### src/rtl/lamp_pkg.sv
`default_nettype none
// ============================================================================
// Module      : lamp_pkg
// Description : Owner/mode encoding and default blink timing for lamp_arbiter.
// Revision    : 1.0 - initial release
// ============================================================================
package lamp_pkg;

    typedef enum logic [2:0] {
        MODE_IDLE   = 3'd0,
        MODE_TURN_L = 3'd1,
        MODE_TURN_R = 3'd2,
        MODE_LANE_L = 3'd3,
        MODE_LANE_R = 3'd4,
        MODE_HAZARD = 3'd5,
        MODE_ESS    = 3'd6
    } mode_t;

    // Defaults assume a 50 MHz board clock.
    localparam int c_PERIOD_CYC     = 25_000_000;
    localparam int c_ON_CYC         = 12_500_000;
    localparam int c_ESS_PERIOD_CYC = 12_500_000;
    localparam int c_ESS_SEC        = 3;
    localparam int c_LANE_FLASHES   = 3;

    function automatic logic is_lane(input mode_t m);
        return (m == MODE_LANE_L) || (m == MODE_LANE_R);
    endfunction

endpackage
`default_nettype wire

### src/rtl/blink_phase_gen.sv
`default_nettype none
// ============================================================================
// Module      : blink_phase_gen
// Description : Shared blink phase counter with synchronous clear and a
//               normal/fast period select; reports ON phase and last cycle.
// Revision    : 1.0 - initial release
// ============================================================================
module blink_phase_gen #(
    parameter int PERIOD_CYC     = 25_000_000,
    parameter int ON_CYC         = 12_500_000,
    parameter int ESS_PERIOD_CYC = 12_500_000
) (
    input  logic clk,
    input  logic rst,
    input  logic i_clear,
    input  logic i_fast,
    output logic o_blink,
    output logic o_last_cycle
);

    localparam int c_MAX   = (PERIOD_CYC > ESS_PERIOD_CYC) ? PERIOD_CYC : ESS_PERIOD_CYC;
    localparam int c_CNT_W = (c_MAX > 1) ? $clog2(c_MAX) : 1;

    localparam logic [c_CNT_W-1:0] c_LAST_N = c_CNT_W'(PERIOD_CYC - 1);
    localparam logic [c_CNT_W-1:0] c_LAST_F = c_CNT_W'(ESS_PERIOD_CYC - 1);
    localparam logic [c_CNT_W-1:0] c_ONE    = c_CNT_W'(1);
    // Thresholds carry one extra bit so an ON time equal to the period still fits.
    localparam logic [c_CNT_W:0]   c_ON_N   = (c_CNT_W + 1)'(ON_CYC);
    localparam logic [c_CNT_W:0]   c_ON_F   = (c_CNT_W + 1)'(ESS_PERIOD_CYC / 2);

    logic [c_CNT_W-1:0] r_cnt;
    logic               w_last;

    assign w_last       = i_fast ? (r_cnt == c_LAST_F) : (r_cnt == c_LAST_N);
    assign o_last_cycle = w_last;
    assign o_blink      = i_fast ? ({1'b0, r_cnt} < c_ON_F) : ({1'b0, r_cnt} < c_ON_N);

    always_ff @(posedge clk) begin
        if (rst) begin
            r_cnt <= '0;
        end else if (i_clear || w_last) begin
            r_cnt <= '0;
        end else begin
            r_cnt <= r_cnt + c_ONE;
        end
    end

endmodule
`default_nettype wire

### src/rtl/lamp_arbiter.sv
`default_nettype none
// ============================================================================
// Module      : lamp_arbiter
// Description : Fixed-priority owner select (ESS > HAZARD > TURN > LANE > IDLE)
//               for the indicator lamps with a single shared blink generator.
//               Lane-change support is built only with LAMP_LANE_CHANGE_EN.
// Revision    : 1.0 - initial release
// ============================================================================
module lamp_arbiter
    import lamp_pkg::*;
#(
    parameter int PERIOD_CYC     = c_PERIOD_CYC,
    parameter int ON_CYC         = c_ON_CYC,
    parameter int ESS_PERIOD_CYC = c_ESS_PERIOD_CYC,
    parameter int ESS_SEC        = c_ESS_SEC,
    parameter int LANE_FLASHES   = c_LANE_FLASHES
) (
    input  logic       clk,
    input  logic       rst,
    input  logic       tick_1sec,
    input  logic       sw_hazard,
    input  logic       ess_trigger,
    input  logic       is_accel_pressed,
    input  logic       turn_left,
    input  logic       turn_right,
    input  logic       lane_tap_l,
    input  logic       lane_tap_r,
    output logic       lamp_left,
    output logic       lamp_right,
    output logic       ess_active_out,
    output logic [2:0] mode
);

    localparam int c_ESS_W = (ESS_SEC > 0) ? $clog2(ESS_SEC + 1) : 1;
    localparam logic [c_ESS_W-1:0] c_ESS_LOAD = c_ESS_W'(ESS_SEC);
    localparam logic [c_ESS_W-1:0] c_ESS_ONE  = c_ESS_W'(1);

    mode_t              r_mode;
    mode_t              w_mode_next;
    logic               r_ess_active;
    logic               w_ess_active_next;
    logic [c_ESS_W-1:0] r_ess_timer;
    logic [c_ESS_W-1:0] w_ess_timer_next;
    logic               w_lever_l;
    logic               w_lever_r;
    logic               w_blink;
    logic               w_last_cycle;
    logic               w_phase_clear;

    assign w_lever_l = turn_left & ~turn_right;
    assign w_lever_r = turn_right & ~turn_left;

    // A trigger overrides a simultaneous accelerator cancel.
    always_comb begin
        w_ess_active_next = r_ess_active;
        w_ess_timer_next  = r_ess_timer;
        if (ess_trigger) begin
            w_ess_active_next = 1'b1;
            w_ess_timer_next  = c_ESS_LOAD;
        end else if (r_ess_active) begin
            if (is_accel_pressed) begin
                w_ess_active_next = 1'b0;
                w_ess_timer_next  = '0;
            end else if (r_ess_timer == '0) begin
                w_ess_active_next = 1'b0;
            end else if (tick_1sec) begin
                w_ess_timer_next = r_ess_timer - c_ESS_ONE;
            end
        end
    end

`ifdef LAMP_LANE_CHANGE_EN
    localparam int c_LANE_W = (LANE_FLASHES > 0) ? $clog2(LANE_FLASHES + 1) : 1;
    localparam logic [c_LANE_W-1:0] c_LANE_LOAD = c_LANE_W'(LANE_FLASHES);
    localparam logic [c_LANE_W-1:0] c_LANE_ONE  = c_LANE_W'(1);

    logic [c_LANE_W-1:0] r_lane_cnt;
    logic [c_LANE_W-1:0] w_lane_cnt_next;
    logic                r_lane_dir;
    logic                w_lane_dir_next;
    logic                w_higher;
    logic                w_tap_ok;

    assign w_higher = w_ess_active_next | sw_hazard | w_lever_l | w_lever_r;
    assign w_tap_ok = (r_mode == MODE_IDLE) || is_lane(r_mode);

    // Lane state is dropped outright on preemption so it never resumes.
    always_comb begin
        w_lane_cnt_next = r_lane_cnt;
        w_lane_dir_next = r_lane_dir;
        if (w_higher) begin
            w_lane_cnt_next = '0;
        end else if (w_tap_ok && lane_tap_l) begin
            w_lane_dir_next = 1'b0;
            w_lane_cnt_next = c_LANE_LOAD;
        end else if (w_tap_ok && lane_tap_r) begin
            w_lane_dir_next = 1'b1;
            w_lane_cnt_next = c_LANE_LOAD;
        end else if (is_lane(r_mode) && w_last_cycle && (r_lane_cnt != '0)) begin
            w_lane_cnt_next = r_lane_cnt - c_LANE_ONE;
        end
    end

    always_ff @(posedge clk) begin
        if (rst) begin
            r_lane_cnt <= '0;
            r_lane_dir <= 1'b0;
        end else begin
            r_lane_cnt <= w_lane_cnt_next;
            r_lane_dir <= w_lane_dir_next;
        end
    end
`else
    logic w_unused_lane;
    assign w_unused_lane = lane_tap_l | lane_tap_r | w_last_cycle;
`endif

    always_comb begin
        w_mode_next = MODE_IDLE;
        if (w_ess_active_next) begin
            w_mode_next = MODE_ESS;
        end else if (sw_hazard) begin
            w_mode_next = MODE_HAZARD;
        end else if (w_lever_l) begin
            w_mode_next = MODE_TURN_L;
        end else if (w_lever_r) begin
            w_mode_next = MODE_TURN_R;
        end
`ifdef LAMP_LANE_CHANGE_EN
        else if (w_lane_cnt_next != '0) begin
            w_mode_next = w_lane_dir_next ? MODE_LANE_R : MODE_LANE_L;
        end
`endif
    end

    always_ff @(posedge clk) begin
        if (rst) begin
            r_mode       <= MODE_IDLE;
            r_ess_active <= 1'b0;
            r_ess_timer  <= '0;
        end else begin
            r_mode       <= w_mode_next;
            r_ess_active <= w_ess_active_next;
            r_ess_timer  <= w_ess_timer_next;
        end
    end

    // Restart on owner change so the new owner begins with a full ON phase.
    assign w_phase_clear = (w_mode_next != r_mode) || (w_mode_next == MODE_IDLE);

    blink_phase_gen #(
        .PERIOD_CYC     (PERIOD_CYC),
        .ON_CYC         (ON_CYC),
        .ESS_PERIOD_CYC (ESS_PERIOD_CYC)
    ) u_phase (
        .clk          (clk),
        .rst          (rst),
        .i_clear      (w_phase_clear),
        .i_fast       (r_mode == MODE_ESS),
        .o_blink      (w_blink),
        .o_last_cycle (w_last_cycle)
    );

    always_comb begin
        lamp_left  = 1'b0;
        lamp_right = 1'b0;
        case (r_mode)
            MODE_TURN_L, MODE_LANE_L: lamp_left = w_blink;
            MODE_TURN_R, MODE_LANE_R: lamp_right = w_blink;
            MODE_HAZARD, MODE_ESS: begin
                lamp_left  = w_blink;
                lamp_right = w_blink;
            end
            default: begin
                lamp_left  = 1'b0;
                lamp_right = 1'b0;
            end
        endcase
    end

    assign ess_active_out = r_ess_active;
    assign mode           = r_mode;

endmodule
`default_nettype wire

### config.mk
export PLATFORM = sky130hd
export DESIGN_NAME = lamp_arbiter
export DESIGN_NICKNAME = d
export VERILOG_FILES = /design/src/rtl/lamp_pkg.sv /design/src/rtl/blink_phase_gen.sv /design/src/rtl/lamp_arbiter.sv
export SDC_FILE = /design/constraint.sdc
export NUM_CORES = 1
export LEC_CHECK = 0
export BUFFER_PORTS_ARGS = -buffer_cell sky130_fd_sc_hd__buf_2
export CAP_MARGIN = 40
export CORE_UTILIZATION = 58
export DETAILED_ROUTE_END_ITERATION = 10
export PLACE_DENSITY = 0.75
export SETUP_SLACK_MARGIN = 0.4
export SYNTH_ARGS = -nofsm -noshare
export SYNTH_HDL_FRONTEND = slang
export SYNTH_SLANG_ARGS = --single-unit
### constraint.sdc
create_clock -name clk -period 2.24 [get_ports clk]
set_input_delay 0.224 -clock clk [delete_from_list [all_inputs] [get_ports clk]]
set_output_delay 0.224 -clock clk [all_outputs]
set_load 0.01 [all_outputs]
Word level (Yosys, flattened, before mapping)
Cells that the tools add are included.

Bits in registers: 31. Output and inout port bits: 6. Word-level logic and storage cells: 49.

$add $sub $neg: 2. Magnitude comparators: 2. Eq/ne operators: 10. Muxes and demuxes: 17. Bitwise operators: 4. Reduce and logical (&&, ||, !) cells: 10.

Operator list (count): adder 25 x 1 -> 25 bit, second input constant (1); equality test 25 x 24 -> 1 bit, second input constant (1); equality test 25 bit, second input constant (1); < comparator 25 x 23 -> 1 bit, second input constant (1); < comparator 25 x 24 -> 1 bit, second input constant (1); 2-to-1 mux 2 bit (7); equality test 3 bit, second input constant (3); 2-to-1 mux 1 bit (8); OR reduction 4 bit (2); equality test 3 x 2 -> 1 bit, second input constant (2); 2-to-1 mux 3 bit (2); equality test 3 x 1 -> 1 bit, second input constant (1); zero test 3 bit (1); inequality test 3 bit (1); inequality test 3 bit, second input constant (1); AND reduction 3 bit (1); nonzero test 3 bit (1); bitwise AND 1 bit (2); zero test 2 bit (1); logical OR 1 bit (2); NOT 1 bit (2); nonzero test 2 bit (1); OR reduction 2 bit (1); subtractor 2 x 1 -> 2 bit, second input constant (1).

Longest topological paths before layout
Depth in word-level cells: 10. Mapped depth: 8.

Cells and area by module
From an unflattened synthesis, not the netlist that was laid out.

Cell total of the unflattened synthesis: 213. Area total of the unflattened synthesis: 1755.4 µm².

By module, submodules not included: blink_phase_gen (times used 1, cells an instance 169, area an instance 1403.8 µm², seq. area each 500.5 µm²); lamp_arbiter (times used 1, cells an instance 44, area an instance 351.6 µm², seq. area each 120.1 µm²).

Least setup slack after synthesis
No wires, ideal clock.

Path type: register to output. From: register r_mode[0], in the netlist mode[0]. To: output port lamp_left. Data arrival time: 1760 ps. Required time: 2016 ps. Path slack: 256 ps. Stages on the path, launching flop included: 6. Cell sequence: dfxtp_1 and3b_1 or4_1 or3_1 o221a_2 a21oi_1.

Longest elaborated chain between the ends: 3. Elaborated cells on any way between the ends: 7.

Ends and longest elaborated chain: start, declared (RTL line lamp_arbiter.sv:38) `mode_t r_mode;`; start signal, assigned (RTL line lamp_arbiter.sv:142) `r_mode <= w_mode_next;`; equality test 3 bit, or another cell as far along (RTL line lamp_arbiter.sv:167) `case (r_mode)`; OR reduction 4 bit (no line) / 2-to-1 mux 1 bit (equally long branches); 2-to-1 mux 1 bit * (RTL line lamp_arbiter.sv:167); end, declared (RTL line lamp_arbiter.sv:28) `output logic lamp_left,`.

Mark *: on every way between the ends. The rest lies on a longest branch, timed or not.

Worst setup path after layout
From: register r_mode[1], in the netlist mode[1]. To: output port lamp_right.

Longest elaborated chain between the ends: 3. Elaborated cells on any way between the ends: 7.

Ends and longest elaborated chain: equality test 3 bit, or another cell as far along (RTL line lamp_arbiter.sv:167); OR reduction 4 bit (no line) / 2-to-1 mux 1 bit (equally long branches); 2-to-1 mux 1 bit * (RTL line lamp_arbiter.sv:167); end, declared (RTL line lamp_arbiter.sv:29) `output logic lamp_right,`.

Marked as above.

==> impl_summary.log <==
[metrics] non-filler cells, final: 270
[metrics] critical path's slowest cell: or4_4
[metrics] Worst Setup SP: mode[1]
[metrics] Setup crit end kind: primary output
[metrics] Inst Count DP: 253
[metrics] final worst-path cycle share: 1.014
[metrics] count of input and output buffers: 13
[metrics] post-layout minimum cycle time: 2272 ps
[metrics] antenna diode instance count: 0
[metrics] RSZ-0062 raised after global routing: true
[metrics] area delta synth->final: 21.03%
[metrics] run status: finished, violations left
[metrics] post-route clock skew: 6.168 ps
[metrics] number of global-route vias before repair: 1555
[metrics] crit path setup slack, layout: -31.81 ps
[metrics] htree depth: 2
[metrics] Worst-Skew Late Latency: 330 ps
[metrics] destination of the worst register-to-register timing path: u_phase.r_cnt[14]
[metrics] ys flop type: dfxtp_1
[metrics] post-synthesis async set-or-reset flop share: 0
[metrics] number of iterations in the first detailed-routing pass: 4
[metrics] transition time at the pin with the least slew margin: 403.7 ps
[metrics] Placeable Area: 0.002829 mm²
[metrics] net count of the finished layout: 250
[metrics] count of unresolved DRC violations after routing: 0
[metrics] vias after detailed routing: 1678
[metrics] total global routing overflow: 0
[metrics] floorplan die area: 0.003293 mm²
[metrics] number of warnings reported in the yosys synthesis log: 0
[metrics] final setup violating endpoints: 2
[metrics] Vias/cell: 6.215
[metrics] std cell rows: 19
[metrics] number of CTS-inserted buffers: 5
[metrics] total leakage power: 0.7239 nW
[metrics] Total Wirelength: 4319 µm
[metrics] Register-to-Register Setup Slack: 480 ps
[metrics] max-slew headroom at the worst pin: 0.7239
[metrics] global placer's final weighted congestion: 0.8649
[metrics] end-of-flow core utilization: 0.7612
[metrics] synthesized instance count: 212
[metrics] share of synthesized area occupied by flip-flops and latches: 0.3488
[metrics] Hold Crit Class: in -> reg
[metrics] clk buf depth: 2
[metrics] TritonCTS clock tree: built
[metrics] maximum fanout count along the critical path: 2
[metrics] required time reported for the critical path endpoint: 2020 ps
[metrics] worst-case vdd ir drop: 0.3724 mV
[metrics] crit-path cells: and3b_2 > or4_4 > or3_1 > o221a_4 > a21oi_2 > buf_2
[metrics] number of antenna violations at the first check in global routing: 0
[metrics] number of max-capacitance violations reported: 0
[metrics] number of nets produced by synthesis: 224
[metrics] x dimension of the die: 57.39 µm
[metrics] ratio of total power to cell area: 461.2 mW/mm²
[metrics] final worst hold slack: 166.6 ps
[metrics] number of distinct library cells after synthesis: 48
[metrics] largest net degree at the start of global routing: 16
[metrics] post-route ant nets: 0
[metrics] end point of the critical path: lamp_right
[metrics] Die Height: 57.39 µm
[metrics] origin of the critical flop-to-flop path: mode[0]
[metrics] timing-limited maximum frequency: 440.2 MHz
[metrics] drt initial violations: 95
[metrics] clock-pin slew on the worst setup and hold paths: 100 ps
[metrics] start-to-end type of the worst setup path: reg -> out
[metrics] final hold violation count: 0
[metrics] clock sink total: 31
[metrics] Post-synth EDFFs: 0
[metrics] post-layout total power: 0.0009930 W
[metrics] routed wire length per instance: 16.00 µm
[metrics] type of element launching the critical path: flip-flop
[metrics] total routing usage reported by global routing: 0.2819
[metrics] Post-DP HPWL: 2789 µm
[metrics] cell chosen for the clock root: clkbuf_4
[metrics] flops & latches, synth: 31
[metrics] failing checks: negative setup slack
[metrics] largest stage delay on the critical path: 420 ps
[metrics] cells on worst reg2reg path: 7
[metrics] quantity of hold-fixing buffers added after cts: 0
[metrics] origin of the worst min-delay path: rst
[metrics] global-route wire length before repair: 7162 µm
[metrics] initial standard-cell utilization of the core: 0.6289
[metrics] share of cells above drive strength 1: 0.3389
[metrics] area of the mapped netlist: 0.001779 mm²
[metrics] arrival time worst endpoint: 2050 ps
[metrics] Post-Synthesis Mean Instance Area: 8.392 µm²
[metrics] I/O pin count: 16
[metrics] max-slew violations: 0
-- how the worst min path moves through the flow --
stage,endpoint,slack (ps),cells after the start
after global routing,ess_active_out,150,2
after CTS,mode[2],140,2
after detailed placement,mode[2],500,2
after global placement,u_phase.r_cnt[0],470,1
final,ess_active_out,170,2
after floorplan,mode[1],290,1
-- cell type report --
cell class	count	area [µm²]
Clock inverter	3	20.02
Fill cell	184	675.6
Clock buffer	5	37.54
Timing Repair Buffer	26	173.9
Sequential cell	31	649.4
Tap cell	31	38.79
Inverter	5	18.77
Multi-Input combinational cell	169	1215
-- routing by layer --
metal  routed length [µm]  up-vias  global-route usage
met5                    0        -                   0
met4                  120        0              0.1045
met3                  335       15             0.07710
met2                 2006       75              0.4435
met1                 1857      786              0.3692
li1                     -      802                   -
-- synthesized netlist by cell type, drive strengths merged (2+ instances only) --
cell type  instances  share of area
clkbuf             4         0.0084
xor2               5          0.025
inv                5          0.011
ha                 2          0.014
buf                3          0.018
o21ai              6          0.017
nand2             21          0.049
nor4              10          0.047
xnor2             19          0.094
dfxtp             31           0.35
and2               3          0.011
a21oi              3         0.0084
a211oi             4          0.017
nor3              10          0.028
nor2b              3          0.011
or3                4          0.015
nor3b             14          0.068
nand4              8          0.032
nand3b             3          0.013
nand3              7          0.020
nand2b             2         0.0070
nor2              28          0.059
or4                3          0.015
-- where the power goes --
part,switching (W),internal (W),total (W)
registers,0.00000681,0.000555,0.000562
logic,0.0000598,0.0000500,0.000110
clock network,0.000201,0.000120,0.000321
-- registers in the layout, summed over array words and instances (netlist names) --
name            flops
u_phase.r_cnt      25
mode                3
r_ess_timer         2
ess_active_out      1
-- metrics by stage --
stage                     TNS [ps]  setup slack [ps]  instance area, µm²
after global placement           0             291.7                1879
final                       -54.60            -31.81                2153
after CTS                   -13.98            -13.55                2051
after detailed placement         0             260.9                1879
after floorplan                  0             417.1                1794
after global routing        -167.7            -84.57                2153
-- critical path, delay by kind of cell (launching register included) --
kind | cells | cell delay, ps
compound gates | 2 | 230
buf+inv | 1 | 130
flops | 1 | 350
simple gates | 3 | 1010
-- cells by family (layout without fill, tap and decap cells) --
group / count (synthesis) / in the layout / synth area share
mux: 1 / 1 / 0.006329
buf+inv: 12 / 39 / 0.03727
flops: 31 / 31 / 0.3488
xor+xnor: 24 / 24 / 0.1181
simple gates: 122 / 122 / 0.4002
compound gates: 20 / 20 / 0.07525
fa+ha+maj: 2 / 2 / 0.01406
-- repair_timing --
item / in CTS / in global routing
pin swaps: 3 / 2
endpoints found under the setup margin: 25 / 27
cloned: 1 / 1
gates resized for setup: 18 / 26
buffers inserted: 7 / 0
-- placed cells by master, fill, tap and decap left out, types with 2 or more instances in the layout --
master / synthesis / final
nor3b_2: 3 / 3
a21oi_2: 0 / 2
nor2_1: 28 / 27
inv_1: 5 / 5
a211oi_1: 4 / 2
nor3_1: 10 / 7
or4_4: 1 / 2
nor3b_1: 11 / 11
dfxtp_4: 0 / 5
buf_6: 0 / 3
o21ai_0: 6 / 4
clkbuf_4: 0 / 5
nor4_1: 8 / 5
xor2_1: 5 / 5
nand2b_1: 2 / 2
buf_4: 1 / 10
nor4_2: 1 / 4
nand3_1: 7 / 7
nand2_1: 20 / 20
nor2b_1: 3 / 3
buf_2: 1 / 13
nor3_2: 0 / 2
dfxtp_1: 31 / 18
or3_1: 3 / 2
nand4_1: 7 / 7
nand3b_1: 3 / 3
clkinvlp_4: 0 / 2
dfxtp_2: 0 / 8
xnor2_1: 19 / 19
No activity file was read; power rests on OpenSTA's default activity.
